--- config.mk ---
export PLATFORM = sky130hd
export DESIGN_NAME = man_drawer
export DESIGN_NICKNAME = d
export VERILOG_FILES = /design/src/rtl/man_drawer.sv
export SDC_FILE = /design/constraint.sdc
export NUM_CORES = 1
export LEC_CHECK = 0
export CAP_MARGIN = 0
export CORE_MARGIN = 5
export CORE_UTILIZATION = 55
export DETAILED_ROUTE_END_ITERATION = 7
export GPL_TIMING_DRIVEN = 0
export PLACE_DENSITY_LB_ADDON = 0.2
export SETUP_SLACK_MARGIN = 0.3
export SYNTH_ARGS = -nofsm -noshare
export SYNTH_HDL_FRONTEND = slang
export SYNTH_SLANG_ARGS = --single-unit
--- constraint.sdc ---
create_clock -name clk -period 11.95 [get_ports clk]
set_input_delay 1.7925 -clock clk [delete_from_list [all_inputs] [get_ports clk]]
set_output_delay 1.7925 -clock clk [all_outputs]
set_load 0.03 [all_outputs]
--- src/rtl/man_drawer.sv ---
// Sprite redraw engine: optionally erases the sprite at its previous row, then draws it at the
// newly captured row, emitting one registered VGA pixel write per cycle.
module man_drawer #(
    parameter logic [7:0]  X_POS        = 8'd20,
    parameter int unsigned SPR_W        = 8,
    parameter int unsigned SPR_H        = 12,
    parameter logic [2:0]  MAN_COLOUR   = 3'b111,
    parameter logic [2:0]  GHOST_COLOUR = 3'b011,
    parameter logic [2:0]  BG_COLOUR    = 3'b000
) (
    input  logic       clk,
    input  logic       resetn,
    input  logic       update,
    input  logic [6:0] y,
    input  logic       man_style,
    output logic       plot,
    output logic [7:0] vga_x,
    output logic [6:0] vga_y,
    output logic [2:0] colour,
    output logic       busy,
    output logic       frame_done
);

    localparam int unsigned CW = (SPR_W > 1) ? $clog2(SPR_W) : 1;
    localparam int unsigned RW = (SPR_H > 1) ? $clog2(SPR_H) : 1;
    localparam logic [CW-1:0] COL_LAST = CW'(SPR_W - 1);
    localparam logic [RW-1:0] ROW_LAST = RW'(SPR_H - 1);
    localparam logic [7:0]    ROW_MAX  = 8'd119;
    localparam logic [6:0]    OLD_Y_RST = 7'd108;

    typedef enum logic [1:0] {StIdle, StErase, StDraw, StFin} state_t;

    state_t        state_q, state_d;
    logic [RW-1:0] row_q, row_d;
    logic [CW-1:0] col_q, col_d;
    logic [6:0]    y_cap_q, y_cap_d;
    logic          style_q, style_d;
    logic [6:0]    old_y_q, old_y_d;
    logic          old_valid_q, old_valid_d;
    logic          pending_q, pending_d;
    logic          last_pix;

    logic       plot_d, busy_d, frame_done_d;
    logic [7:0] vga_x_d;
    logic [6:0] vga_y_d;
    logic [2:0] colour_d;
    logic [6:0] base;
    logic [7:0] row_sum;

    assign last_pix = (row_q == ROW_LAST) && (col_q == COL_LAST);

    always_ff @(posedge clk or negedge resetn) begin
        if (!resetn) begin
            state_q     <= StIdle;
            row_q       <= '0;
            col_q       <= '0;
            y_cap_q     <= '0;
            style_q     <= 1'b0;
            old_y_q     <= OLD_Y_RST;
            old_valid_q <= 1'b0;
            pending_q   <= 1'b0;
            plot        <= 1'b0;
            vga_x       <= '0;
            vga_y       <= '0;
            colour      <= '0;
            busy        <= 1'b0;
            frame_done  <= 1'b0;
        end else begin
            state_q     <= state_d;
            row_q       <= row_d;
            col_q       <= col_d;
            y_cap_q     <= y_cap_d;
            style_q     <= style_d;
            old_y_q     <= old_y_d;
            old_valid_q <= old_valid_d;
            pending_q   <= pending_d;
            plot        <= plot_d;
            vga_x       <= vga_x_d;
            vga_y       <= vga_y_d;
            colour      <= colour_d;
            busy        <= busy_d;
            frame_done  <= frame_done_d;
        end
    end

    always_comb begin
        state_d     = state_q;
        row_d       = row_q;
        col_d       = col_q;
        y_cap_d     = y_cap_q;
        style_d     = style_q;
        old_y_d     = old_y_q;
        old_valid_d = old_valid_q;
        pending_d   = pending_q;
        unique case (state_q)
            StIdle: begin
                if (update || pending_q) begin
                    y_cap_d   = y;
                    style_d   = man_style;
                    pending_d = 1'b0;
                    row_d     = '0;
                    col_d     = '0;
                    state_d   = (old_valid_q && (y != old_y_q)) ? StErase : StDraw;
                end
            end
            StErase, StDraw: begin
                pending_d = pending_q | update;
                if (col_q == COL_LAST) begin
                    col_d = '0;
                    row_d = (row_q == ROW_LAST) ? '0 : row_q + 1'b1;
                end else begin
                    col_d = col_q + 1'b1;
                end
                if (last_pix) begin
                    state_d = (state_q == StErase) ? StDraw : StFin;
                end
            end
            StFin: begin
                pending_d   = pending_q | update;
                old_y_d     = y_cap_q;
                old_valid_d = 1'b1;
                state_d     = StIdle;
            end
            default: state_d = StIdle;
        endcase
    end

    // Pixel registers are loaded from next-state values so a pixel appears in the same cycle
    // as the state/counter that describes it.
    always_comb begin
        plot_d       = 1'b0;
        vga_x_d      = '0;
        vga_y_d      = '0;
        colour_d     = '0;
        base         = (state_d == StErase) ? old_y_q : y_cap_d;
        row_sum      = {1'b0, base} + 8'(row_d);
        busy_d       = (state_d != StIdle);
        frame_done_d = (state_d == StFin);
        if (state_d == StErase || state_d == StDraw) begin
            plot_d   = (row_sum <= ROW_MAX);
            vga_x_d  = X_POS + 8'(col_d);
            vga_y_d  = row_sum[6:0];
            colour_d = (state_d == StErase) ? BG_COLOUR :
                       (style_d ? MAN_COLOUR : GHOST_COLOUR);
        end
    end

endmodule

# After elaboration in Yosys (flattened, before gate mapping)
# Index checks and enable logic that the tools add are counted.
[word_totals]
reg_bits = 47
inputBits = 11
output_inout_bits = 21
word_cells = 63
[op_classes]
add_sub_neg = 4
magnitude_cmp = 1
n_eq_ne = 10
n_mux = 25
n_bitwise = 1
reduce_logical = 8
[op_table]
columns = ["cell", "count"]
rows = [
  ["$mux W7", 4],
  ["$mux W3", 5],
  ["$mux W4", 3],
  ["$add A7 B4 Y8", 1],
  ["$eq A2 B2 Y1 const B", 4],
  ["$le A8 B7 Y1 const B", 1],
  ["$pmux W4 S2", 1],
  ["$ne A7 B7 Y1", 1],
  ["$add A5 B3 Y6 const A", 1],
  ["$mux W2", 3],
  ["$mux W6", 1],
  ["$pmux W2 S3", 1],
  ["$pmux W3 S2", 1],
  ["$mux W1", 5],
  ["$add A4 B1 Y4 const B", 1],
  ["$eq A2 B1 Y1 const B", 2],
  ["$eq A4 B4 Y1 const B", 1],
  ["$add A3 B1 Y3 const B", 1],
  ["$eq A3 B3 Y1 const B", 1],
  ["$reduce_or A3 Y1", 1],
  ["$logic_and A1 B1 Y1", 2],
  ["$logic_not A2 Y1", 1],
  ["$logic_or A1 B1 Y1", 2],
  ["$ne A2 B2 Y1 const B", 1],
  ["other kinds (4)", 4],
]

# Depth between registers and ports, before layout
[logic_depth]
word_depth = 10
mapped_depth = 19
mapped_depth_nobuf = 17

# Worst setup path after synthesis
# No wires, ideal clock.
[synth_timing]
path_kind = "input -> register"
start = "input y[4]"
end = "register plot"
setup_time_ns = 0.123
t_arrival_ns = 4.691
required_time_ns = 11.827
slack_ns = 7.136
stages = 15
path_buffers = 1
path_cell_list = "xnor2_1 nand4_1 o211ai_1 o211ai_1 ha_1 clkbuf_4 mux2_2 ha_1 inv_1 fa_1 nor2b_1 nor3_1 nor4b_4 or4b_1 o221a_1"
[synth_via]
elab_chain_cells = 10
word_cells_on_any_way = 14
cone_classes = "add/sub (1); order compare (1); eq/ne (3); mux (7); reduce/logical (2)"
[synth_rtl]
columns = ["item", "line_no", "text"]
rows = [
  ["start: declaration", "14", "input logic [6:0] y,"],
  ["$ne A7 B7 Y1 *", "103", "state_d = (old_valid_q && (y != old_y_q)) ? StErase : StDraw;"],
  ["$logic_and A1 B1 Y1 *", "103", ""],
  ["$mux W2 *", "103", ""],
  ["$mux W2 *", "97", "if (update || pending_q) begin"],
  ["$pmux W2 S3 *", "95", "unique case (state_q)"],
  ["via state_d[0]", "33", "state_t state_q, state_d;"],
  ["$eq A2 B1 Y1", "135, 139", ""],
  ["$mux W7", "135", "base = (state_d == StErase) ? old_y_q : y_cap_d;"],
  ["$add A7 B4 Y8", "136", "row_sum = {1'b0, base} + 8'(row_d);"],
  ["$le A8 B7 Y1", "140", "plot_d = (row_sum <= ROW_MAX);"],
  ["$mux W1 *", "139", "if (state_d == StErase || state_d == StDraw) begin"],
  ["via plot_d", "43", "logic plot_d, busy_d, frame_done_d;"],
  ["end signal: assignment", "77", "plot <= plot_d;"],
  ["end: declaration", "16", "output logic plot,"],
]
# The timed path passes the listed nets; every way through them passes the cells marked *.
# A chain may end at the register's enable or synchronous reset.

# Final worst setup path
# Ends and elaborated chain as after synthesis.

==> flow_metrics.py <==
metrics = {
    "pwr": {
        "max-vdd-ir-drop_uv": 139,
        "seq_power_share_pct": 30.6,
        "p_leak_nw": 1.21,
        "p_int_uw": 451,
        "power_frac_comb_pct": 57.3,
        "netSwitchingFraction_pct": 42.9,
        "power_frac_clock_pct": 12.1,
        "power.density_nw_per_um2": 299,
        "p_sw_uw": 339,
    },
    "sta": {
        "finalCritPeriodShare_pct": 45.6,
        "clock.fmax_ghz": 0.184,
        "tightestPinTransition_ns": 0.939,
        "skew_ns": 0.00263,
        "fin_crit_ns": 5.45,
        "hold_viol_final": 0,
        "slew_headroom_pct": 37.4,
        "grt_setup_unrepaired": "no",
        "setup_viol": 0,
        "maxSlewViolCount": 0,
        "fin_setup_tns_ns": 0,
    },
    "yosys": {
        "yosysUniqueCellTypes": 47,
        "ys_warn_count": 0,
        "synthesis.area_um2": 2200,
        "syn_area_per_cell_um2": 11.2,
        "ys.flop_type": "dfrtp_1",
        "async_reset_ff_share_pct": 100,
        "synth-seq-cells": 43,
        "ys_seq_area_share_pct": 49.0,
        "netlist_instances": 196,
        "synth-edff-count": 0,
    },
    "drt": {
        "routed_wl_mm": 4.29,
        "drc_errors": 0,
        "drt-pass1-iter-count": 4,
        "vias": 1531,
        "post_drt_wl_per_cell_um": 15.1,
        "drtIter0Drc": 76,
        "final_antenna_net_count": 0,
        "vias_per_cell": 5.39,
    },
    "global_routing": {
        "grt_start_max_net_pins": 44,
        "antenna_found_initial": 0,
        "grt_usage_pct": 18.4,
        "grt_pass1_wl_mm": 7.65,
        "grt_pass1_vias": 1637,
        "gr-total-overflow": 0,
    },
    "cells_and_area": {
        "layout-drive-gt1-share_pct": 16.7,
        "diodes": 0,
        "area_growth_syn_to_layout_pct": 19.9,
        "fin_cells": 284,
        "layout_common_cells": "dfrtp_1 (39), clkdlybuf4s50_1 (27), nand2_1 (25), ha_1 (15), mux2_2 (12)",
        "nets": 260,
        "final_common_cell": "dfrtp_1",
        "final_area_um2": 2640,
    },
    "clock_tree": {
        "clockRootBuffer": "clkbuf_8",
        "clock_path_buffers": 2,
        "cts_resized": 0,
        "cts.reportedPaths.clkPinSlew_ns": 0.09,
        "cts-hold-fix-buffers": 0,
        "clock_sinks": 43,
        "postCtsSetupBuffers": 0,
        "insertion_delay_ns": 0.30,
        "cts_tree": "done",
        "cts_made_buffers": 5,
        "htree_levels": 2,
    },
    "worst_setup_path": {
        "crit_start": "y[4]",
        "critPathMaxFanout": 10,
        "ff2ff_path_depth": 18,
        "end_kind": "flop",
        "worstPathBufferInverterCount": 3,
        "reg2reg_setup_slack_ns": 7.45,
        "crit_arrival_ns": 5.64,
        "worstPathRequired_ns": 12.14,
        "critPathKind": "in2reg",
        "crit_family": "simple AND/OR/NAND/NOR gates",
        "worstPathCellList": "clkdlybuf4s50_1, xnor2_1, nand4_1, o211ai_1, o211ai_1, ha_1, clkbuf_4, mux2_2, ha_1, inv_1, fa_1, nor2b_1, nor3_1, nor4b_4, or4b_1, o221a_1",
        "critPathLaunchType": "primary input",
        "rr_endpoint": "plot$_DFF_PN0_",
        "cpMaxStageDelayCell": "clkdlybuf4s50_1",
        "r2r_start": "col_q[0]$_DFF_PN0_",
        "critPathMaxStageDelay_ns": 0.54,
    },
    "floorplan": {
        "rows": 23,
        "initial_core_util_pct": 55.9,
        "dieHeight_um": 73.3,
        "io_pins": 32,
        "die_x_um": 73.3,
        "die_area_um2": 5370,
        "core_um2": 3940,
    },
    "placement": {
        "globalplace.congestion": 0.831,
        "port-buffer-count": 28,
        "dp_hpwl_mm": 3.25,
        "dpl_cell_area_um2": 2550,
        "dp.cells": 276,
    },
    "job": {
        "timing.max_cap.violations": 0,
    },
    "hold_path": {
        "holdPathStages": 2,
        "worstHoldStart": "style_q$_DFF_PN0_",
        "hp-class": "reg2reg",
        "min_to": "style_q$_DFF_PN0_",
    },
    "status": {
        "outcome": "finished, final reports clean",
    },
}
## synth_stat cells, types with 3 or more instances
cell / n / area [µm²]
a21oi_1: 8 / 40.0
and2_1: 4 / 25.0
buf_4: 5 / 37.5
clkbuf_1: 3 / 11.3
dfrtp_1: 39 / 976
dfstp_2: 4 / 105
ha_1: 15 / 188
inv_1: 8 / 30.0
mux2_2: 12 / 135
nand2_1: 25 / 93.8
nand3_1: 4 / 20.0
nor2_1: 10 / 37.5
nor2b_1: 5 / 31.3
o21ai_0: 5 / 25.0
xnor2_1: 10 / 87.6
## how the worst max path moves through the flow
stage,to,depth (start not counted)
floorplan,plot$_DFF_PN0_,15
global placement,plot$_DFF_PN0_,16
detailed placement,plot$_DFF_PN0_,16
CTS,plot$_DFF_PN0_,16
global route,plot$_DFF_PN0_,16
finish,plot$_DFF_PN0_,16
## layout make-up
cell class / count / area [µm²]
flip-flops and latches: 43 / 1080
fillers: 292 / 1300
well taps: 50 / 62.6
repair buffers: 28 / 275
inverters: 8 / 30.0
clock inverters: 3 / 25.0
multi-input cells: 137 / 1030
clock buffers: 5 / 68.8
plain buffers: 10 / 67.6
## registers in the layout, indices dropped and copies added, names as in the netlist, 2 cells and up
| name | count |
|---|---|
| vga_y | 7 |
| state_q | 2 |
| col_q | 3 |
| old_y_q | 7 |
| y_cap_q | 7 |
| colour | 2 |
| row_q | 4 |
| vga_x | 5 |
## tightest hold or removal path, cell delays in order, from the launching register on
cell and delay [ns]:
dfrtp_1 0.34, nand2_1 0.04, nand2_1 0.07
## power groups by stage
stage	Sequential (mW)	Combinational, mW	Clock (mW)
floorplan	0.277	0.295	0
global placement	0.241	0.441	0
detailed placement	0.245	0.454	0
CTS	0.242	0.457	0.0987
global route	0.249	0.502	0.106
finish	0.242	0.453	0.0959
## layer usage
metal / vias up / global-route usage (%) / part of all wire [%]
met5: - / 0 / 0
met4: 0 / 6.64 / 2.2
met3: 10 / 4.24 / 3.5
met2: 32 / 32.3 / 51
met1: 753 / 22.1 / 43
li1: 736 / - / -
## kinds of logic (layout without fill, tap and decap cells)
family	after synthesis	after routing	share of synthesized area [%]
and+or+nand+nor	61	61	14.3
DFF	43	43	49.0
muxes	16	16	8.57
adders and majority gates	16	16	9.42
AOI/OAI and AO/OA	30	30	9.71
buffers and inverters	18	54	4.43
other	1	3	0.170
xor gates and xnor gates	11	11	4.37
## per-stage QoR
step           setup slack (ns)  util [%]  hold WS [ns]  total power [mW]
2_1_floorplan              7.14         -         0.434             0.573
3_3_place_gp               6.25      64.8         0.450             0.682
3_5_place_dp               6.18      64.7         0.457             0.699
4_1_cts                    6.50      67.1         0.482             0.798
5_1_grt                    6.30      67.1         0.531             0.856
6_report                   6.50      67.1         0.480             0.791
Note: power is estimated with default switching activity, not from simulation.
